`src/rtl/mastermind_scorer_pkg.sv`:
```
// Shared types and constants for the Mastermind row scorer.
// Holds the FSM encoding, peg/color geometry and the feedback field widths.
package mastermind_scorer_pkg;

    typedef enum logic [2:0] {
        ST_IDLE,
        ST_LOAD,
        ST_EXACT,
        ST_COUNT,
        ST_WRITE
    } state_t;

    localparam int COLOR_GRAY = 0;
    localparam int NUM_COLORS = 6;
    localparam int PEG_W      = 3;
    localparam int N_PEGS     = 4;
    localparam int N_ROWS     = 6;
    localparam int CNT_W      = 3;
    localparam int FB_W       = 2 * CNT_W;

    function automatic logic [CNT_W-1:0] cnt_min(input logic [CNT_W-1:0] a,
                                                 input logic [CNT_W-1:0] b);
        return (a < b) ? a : b;
    endfunction

endpackage

```
`src/rtl/mastermind_color_hist.sv`:
```
// Paired per-color histograms (guess side and answer side) for unmatched pegs.
// Both sides bump together on each non-exact peg and are read by one shared color index.
module mastermind_color_hist
    import mastermind_scorer_pkg::*;
(
    input  logic             sys_clk,
    input  logic             reset_db,
    input  logic             clear,
    input  logic             inc_en,
    input  logic [PEG_W-1:0] guess_color,
    input  logic [PEG_W-1:0] answer_color,
    input  logic [PEG_W-1:0] rd_color,
    output logic [CNT_W-1:0] guess_cnt,
    output logic [CNT_W-1:0] answer_cnt
);

    localparam int N_BINS = 1 << PEG_W;

    logic [N_BINS-1:0][CNT_W-1:0] g_hist;
    logic [N_BINS-1:0][CNT_W-1:0] a_hist;

    always_ff @(posedge sys_clk or posedge reset_db) begin
        if (reset_db) begin
            g_hist <= '0;
            a_hist <= '0;
        end else if (clear) begin
            g_hist <= '0;
            a_hist <= '0;
        end else if (inc_en) begin
            g_hist[guess_color]  <= g_hist[guess_color] + CNT_W'(1);
            a_hist[answer_color] <= a_hist[answer_color] + CNT_W'(1);
        end
    end

    assign guess_cnt  = g_hist[rd_color];
    assign answer_cnt = a_hist[rd_color];

endmodule

```
`src/rtl/mastermind_scorer.sv`:
```
// Sequential Mastermind scorer: one peg per cycle for exact hits, then one color
// per cycle for color-only hits; results land in a per-row feedback table.
module mastermind_scorer
    import mastermind_scorer_pkg::*;
#(
    parameter int N_ROWS = 6,
    parameter int N_PEGS = 4
) (
    input  logic                      sys_clk,
    input  logic                      reset_db,
    input  logic                      start,
    input  logic [2:0]                guess_row,
    input  logic [PEG_W*N_PEGS-1:0]   guess_word,
    input  logic [PEG_W*N_PEGS-1:0]   answer,
    output logic                      busy,
    output logic                      done,
    output logic [CNT_W-1:0]          exact_cnt,
    output logic [CNT_W-1:0]          partial_cnt,
    output logic                      win,
    output logic [FB_W*N_ROWS-1:0]    feedback_flat,
    output logic [N_ROWS-1:0]         row_valid
);

    localparam int PI_W = $clog2(N_PEGS);

    state_t                    state, state_nx;
    logic [2:0]                step;
    logic                      last_step;
    logic [PEG_W*N_PEGS-1:0]   g_lat, a_lat;
    logic [2:0]                row_lat;
    logic [N_PEGS-1:0]         match_mask;
    logic [CNT_W-1:0]          partial_acc, partial_sum, exact_cur;
    logic [CNT_W-1:0]          g_cnt, a_cnt;
    logic [PEG_W-1:0]          g_peg, a_peg, rd_color;
    logic                      start_ok, is_exact, hist_inc;

    assign start_ok = start && (int'(guess_row) < N_ROWS);
    assign g_peg    = g_lat[PEG_W*int'(step) +: PEG_W];
    assign a_peg    = a_lat[PEG_W*int'(step) +: PEG_W];
    assign is_exact = (state == ST_EXACT) && (g_peg == a_peg) && (g_peg != PEG_W'(COLOR_GRAY));
    assign hist_inc = (state == ST_EXACT) && !is_exact;
    // COUNT walks colors 1..NUM_COLORS, so gray (bin 0) is never read back
    assign rd_color    = PEG_W'(step) + PEG_W'(1);
    assign partial_sum = partial_acc + cnt_min(g_cnt, a_cnt);
    assign busy        = (state != ST_IDLE);
    assign done        = (state == ST_WRITE);

    always_comb begin
        exact_cur = '0;
        for (int i = 0; i < N_PEGS; i++)
            exact_cur = exact_cur + CNT_W'(match_mask[i]);
    end

    always_ff @(posedge sys_clk or posedge reset_db) begin
        if (reset_db) state <= ST_IDLE;
        else          state <= state_nx;
    end

    always_comb begin
        state_nx  = state;
        last_step = 1'b0;
        case (state)
            ST_IDLE:  if (start_ok) state_nx = ST_LOAD;
            ST_LOAD:  state_nx = ST_EXACT;
            ST_EXACT: begin
                last_step = (step == 3'(N_PEGS - 1));
                if (last_step) state_nx = ST_COUNT;
            end
            ST_COUNT: begin
                last_step = (step == 3'(NUM_COLORS - 1));
                if (last_step) state_nx = ST_WRITE;
            end
            ST_WRITE: state_nx = ST_IDLE;
            default:  state_nx = ST_IDLE;
        endcase
    end

    mastermind_color_hist u_hist (
        .sys_clk      (sys_clk),
        .reset_db     (reset_db),
        .clear        (state == ST_LOAD),
        .inc_en       (hist_inc),
        .guess_color  (g_peg),
        .answer_color (a_peg),
        .rd_color     (rd_color),
        .guess_cnt    (g_cnt),
        .answer_cnt   (a_cnt)
    );

    // Results are registered on the edge into WRITE so they are valid alongside done
    always_ff @(posedge sys_clk or posedge reset_db) begin
        if (reset_db) begin
            step          <= '0;
            g_lat         <= '0;
            a_lat         <= '0;
            row_lat       <= '0;
            match_mask    <= '0;
            partial_acc   <= '0;
            exact_cnt     <= '0;
            partial_cnt   <= '0;
            win           <= 1'b0;
            feedback_flat <= '0;
            row_valid     <= '0;
        end else begin
            step <= (state_nx != state) ? 3'd0 : step + 3'd1;
            if (state == ST_IDLE && start_ok) begin
                g_lat       <= guess_word;
                a_lat       <= answer;
                row_lat     <= guess_row;
                match_mask  <= '0;
                partial_acc <= '0;
            end
            if (is_exact) match_mask[step[PI_W-1:0]] <= 1'b1;
            if (state == ST_COUNT) partial_acc <= partial_sum;
            if (state == ST_COUNT && last_step) begin
                exact_cnt   <= exact_cur;
                partial_cnt <= partial_sum;
                win         <= (exact_cur == CNT_W'(N_PEGS));
                for (int r = 0; r < N_ROWS; r++) begin
                    if (row_lat == 3'(r)) begin
                        feedback_flat[FB_W*r +: FB_W] <= {partial_sum, exact_cur};
                        row_valid[r]                  <= 1'b1;
                    end
                end
            end
        end
    end

endmodule

```
`config.mk`:
```
export PLATFORM = sky130hd
export DESIGN_NAME = mastermind_scorer
export DESIGN_NICKNAME = d
export VERILOG_FILES = /design/src/rtl/mastermind_scorer_pkg.sv /design/src/rtl/mastermind_color_hist.sv /design/src/rtl/mastermind_scorer.sv
export SDC_FILE = /design/constraint.sdc
export NUM_CORES = 1
export LEC_CHECK = 0
export CAP_MARGIN = 20
export CORE_MARGIN = 5
export CORE_UTILIZATION = 34
export DETAILED_ROUTE_END_ITERATION = 6
export GPL_ROUTABILITY_DRIVEN = 1
export GPL_TIMING_DRIVEN = 0
export PLACE_DENSITY_LB_ADDON = 0.3
export SETUP_SLACK_MARGIN = 0.3
export SYNTH_ARGS = -nofsm -noshare
export SYNTH_HDL_FRONTEND = slang
export SYNTH_SLANG_ARGS = --single-unit
```
`constraint.sdc`:
```
create_clock -name sys_clk -period 5.5 [get_ports sys_clk]
set_clock_uncertainty 0.1 [all_clocks]
set_input_delay 1.65 -clock sys_clk [delete_from_list [all_inputs] [get_ports sys_clk]]
set_output_delay 1.65 -clock sys_clk [all_outputs]
set_load 0.05 [all_outputs]
```
==> impl_metrics.toml <==
[hold_path]
hp-class = "reg2reg"

[synth]
seq_area_frac_synth_pct = 49.2
synth.distinct_cells = 55
netlist_instances = 593
ys_async_sr_fraction_pct = 100
synth_fp_nets = 638
syn-cell-area_mm2 = 0.00697
synth-edff-count = 0
syn_avg_cell_area_um2 = 11.8
synth_ff_type = "dfrtp_1"
synth_warnings = 0
synth-seq-cells = 137

[sta]
drv_slew = 0
setup_violations = 0
worst_pin_slew_ns = 0.898
timing.fmax_mhz = 211
fin_crit_sh_pct = 86.1
finalHoldViolations = 0
rsz0062_at_grt = "no"
setup_tns_ns = 0
fin_crit_ns = 4.74
slew-limit-headroom_pct = 39.6

[clock_network]
cts_tree = "done"
clock-sinks = 137
cts_hold_buf = 0
clkSlewWorstSetupHoldPaths_ns = 0.06
clk_latency_ns = 0.42
htree_levels = 4
numCtsBuffers = 17
cts_buffer_depth = 2
cts_root_buf = "clkbuf_16"

[global_routing]
first_global_vias = 5258
grt_overflow = 0
grt_usage_pct = 15.2
grt_max_degree = 43
antenna_found_initial = 0
grt_pass1_wl_um = 28700

[detailed_routing]
wl_per_cell_um = 17.8
dr.pass1.iters = 5
drc = 0
antenna_left = 0
vias = 4985
routed_wl_um = 17400
via_per_inst = 5.10
drt_iter0_drc = 311

[die]
coreArea_mm2 = 0.0202
rows = 52
die_h_um = 153
die_w_um = 153
dieArea_mm2 = 0.0235
start_util_pct = 34.5
pin_count = 81

[placed_design]
gp_congestion = 0.860
buffer_ports.inserted = 80
dp.final_hpwl_um = 13100

[finish]
area_growth_syn_to_layout_pct = 26.1
mostFrequentLayoutCell = "dfrtp_1"
drive_gt1_share_pct = 22.0
diodes = 0
layout.nets = 740
final_cell_mix = "137 x dfrtp_1, 84 x nand2_1, 80 x clkdlybuf4s50_1"

[status]
status = "completed"

[critical_path]
crit_fanout = 10
cp.arrival_ns = 4.90
end_kind = "register"
worst-setup-path-type = "reg2reg"
startpoint_type = "register"
required_ns = 5.67

[job]
max_cap_viol_count = 0
[worst max-delay path, stage by stage, from the launching register on]
cell and delay (ns):
dfrtp_1 0.38, buf_4 0.20, buf_2 0.30, inv_1 0.10, ha_1 0.45, clkbuf_4 0.34, mux4_2 0.53, mux2_2 0.32
ha_1 0.30, a21oi_1 0.24, mux2i_1 0.14, ha_1 0.22, fa_1 0.47, xnor2_4 0.36, mux2i_1 0.12
[synthesized netlist by cell type (7+ instances only)]
| master | instances | area share, % |
|---|---|---|
| ha_1 | 13 | 2.3 |
| nor2_1 | 30 | 1.6 |
| dfrtp_1 | 137 | 49 |
| nand2_1 | 84 | 4.5 |
| mux2i_1 | 60 | 8.6 |
| inv_1 | 20 | 1.1 |
| mux4_2 | 18 | 5.8 |
| clkbuf_1 | 15 | 0.81 |
| nand3_1 | 15 | 1.1 |
| o21ai_0 | 27 | 1.9 |
| a22o_1 | 7 | 0.88 |
| nand2b_1 | 8 | 0.72 |
| mux2_2 | 62 | 10 |
[per-stage QoR]
| step | utilization [%] | area (um2) | hold WS [ns] | instances | worst slack [ns] |
|---|---|---|---|---|---|
| after floorplan | - | 6980 | 0.373 | 593 | 1.34 |
| after global placement | 40.1 | 8110 | 0.351 | 943 | 0.451 |
| after detailed placement | 40.4 | 8170 | 0.354 | 946 | 0.279 |
| after CTS | 43.4 | 8780 | 0.372 | 978 | 0.543 |
| after global routing | 43.5 | 8790 | 0.398 | 978 | 0.373 |
| final | 43.5 | 8790 | 0.369 | 978 | 0.763 |
[final timing paths]
check / start / endpoint / slack, ns / depth (start not counted)
max: step[1] / feedback_flat[5] / 0.76 / 14
min: row_valid[5] / row_valid[5] / 0.37 / 1
max reg2reg: step[1] / feedback_flat[5] / 0.76 / 14
min reg2reg: row_valid[5] / row_valid[5] / 0.37 / 1
max in group asynchronous: reset_db / u_hist.a_hist[18] / 2.68 / 5
min in group asynchronous: reset_db / feedback_flat[24] / 1.51 / 2
[state kept, by name (all words and copies together), names as in the netlist, 4 cells and up]
name and flops:
feedback_flat 36, u_hist.a_hist 24, u_hist.g_hist 24, a_lat 12
g_lat 12, row_valid 6, match_mask 4
[repair_timing]
| item | CTS | global route |
|---|---|---|
| pin swaps | 0 | 0 |
| gates resized for setup | 1 | 2 |
| buffers inserted | 0 | 0 |
| endpoints found under the setup margin | 6 | 8 |
[metal layers]
metal / part of all wire (%) / vias to the layer above / global-route usage [%] / wire [um]
met5: 0 / - / 0 / 0
met4: 2.2 / 0 / 4.71 / 381
met3: 6.1 / 29 / 4.21 / 1060
met2: 47 / 151 / 24.0 / 8110
met1: 45 / 2495 / 20.5 / 7880
li1: - / 2310 / - / -
[cell type report]
| cell class | instances | area (um2) |
|---|---|---|
| Sequential cell | 137 | 3430 |
| Fill cell | 1819 | 11400 |
| Inverter | 21 | 82.6 |
| Clock buffer | 18 | 429 |
| Timing Repair Buffer | 83 | 861 |
| Clock inverter | 14 | 170 |
| Buffer | 27 | 145 |
| Multi-Input combinational cell | 408 | 3340 |
| Tap cell | 270 | 338 |
[logic make-up after synthesis]
logic type	synth area share, %
and+or+nand+nor	13.0
muxes	24.6
DFF	49.2
AOI/OAI and AO/OA	5.81
buffers and inverters	3.18
adders and majority gates	2.91
xor gates and xnor gates	1.33
Power is left out: the tool's default activity adds up to more than one toggle a clock period on the data nets, which glitch-free logic cannot reach.
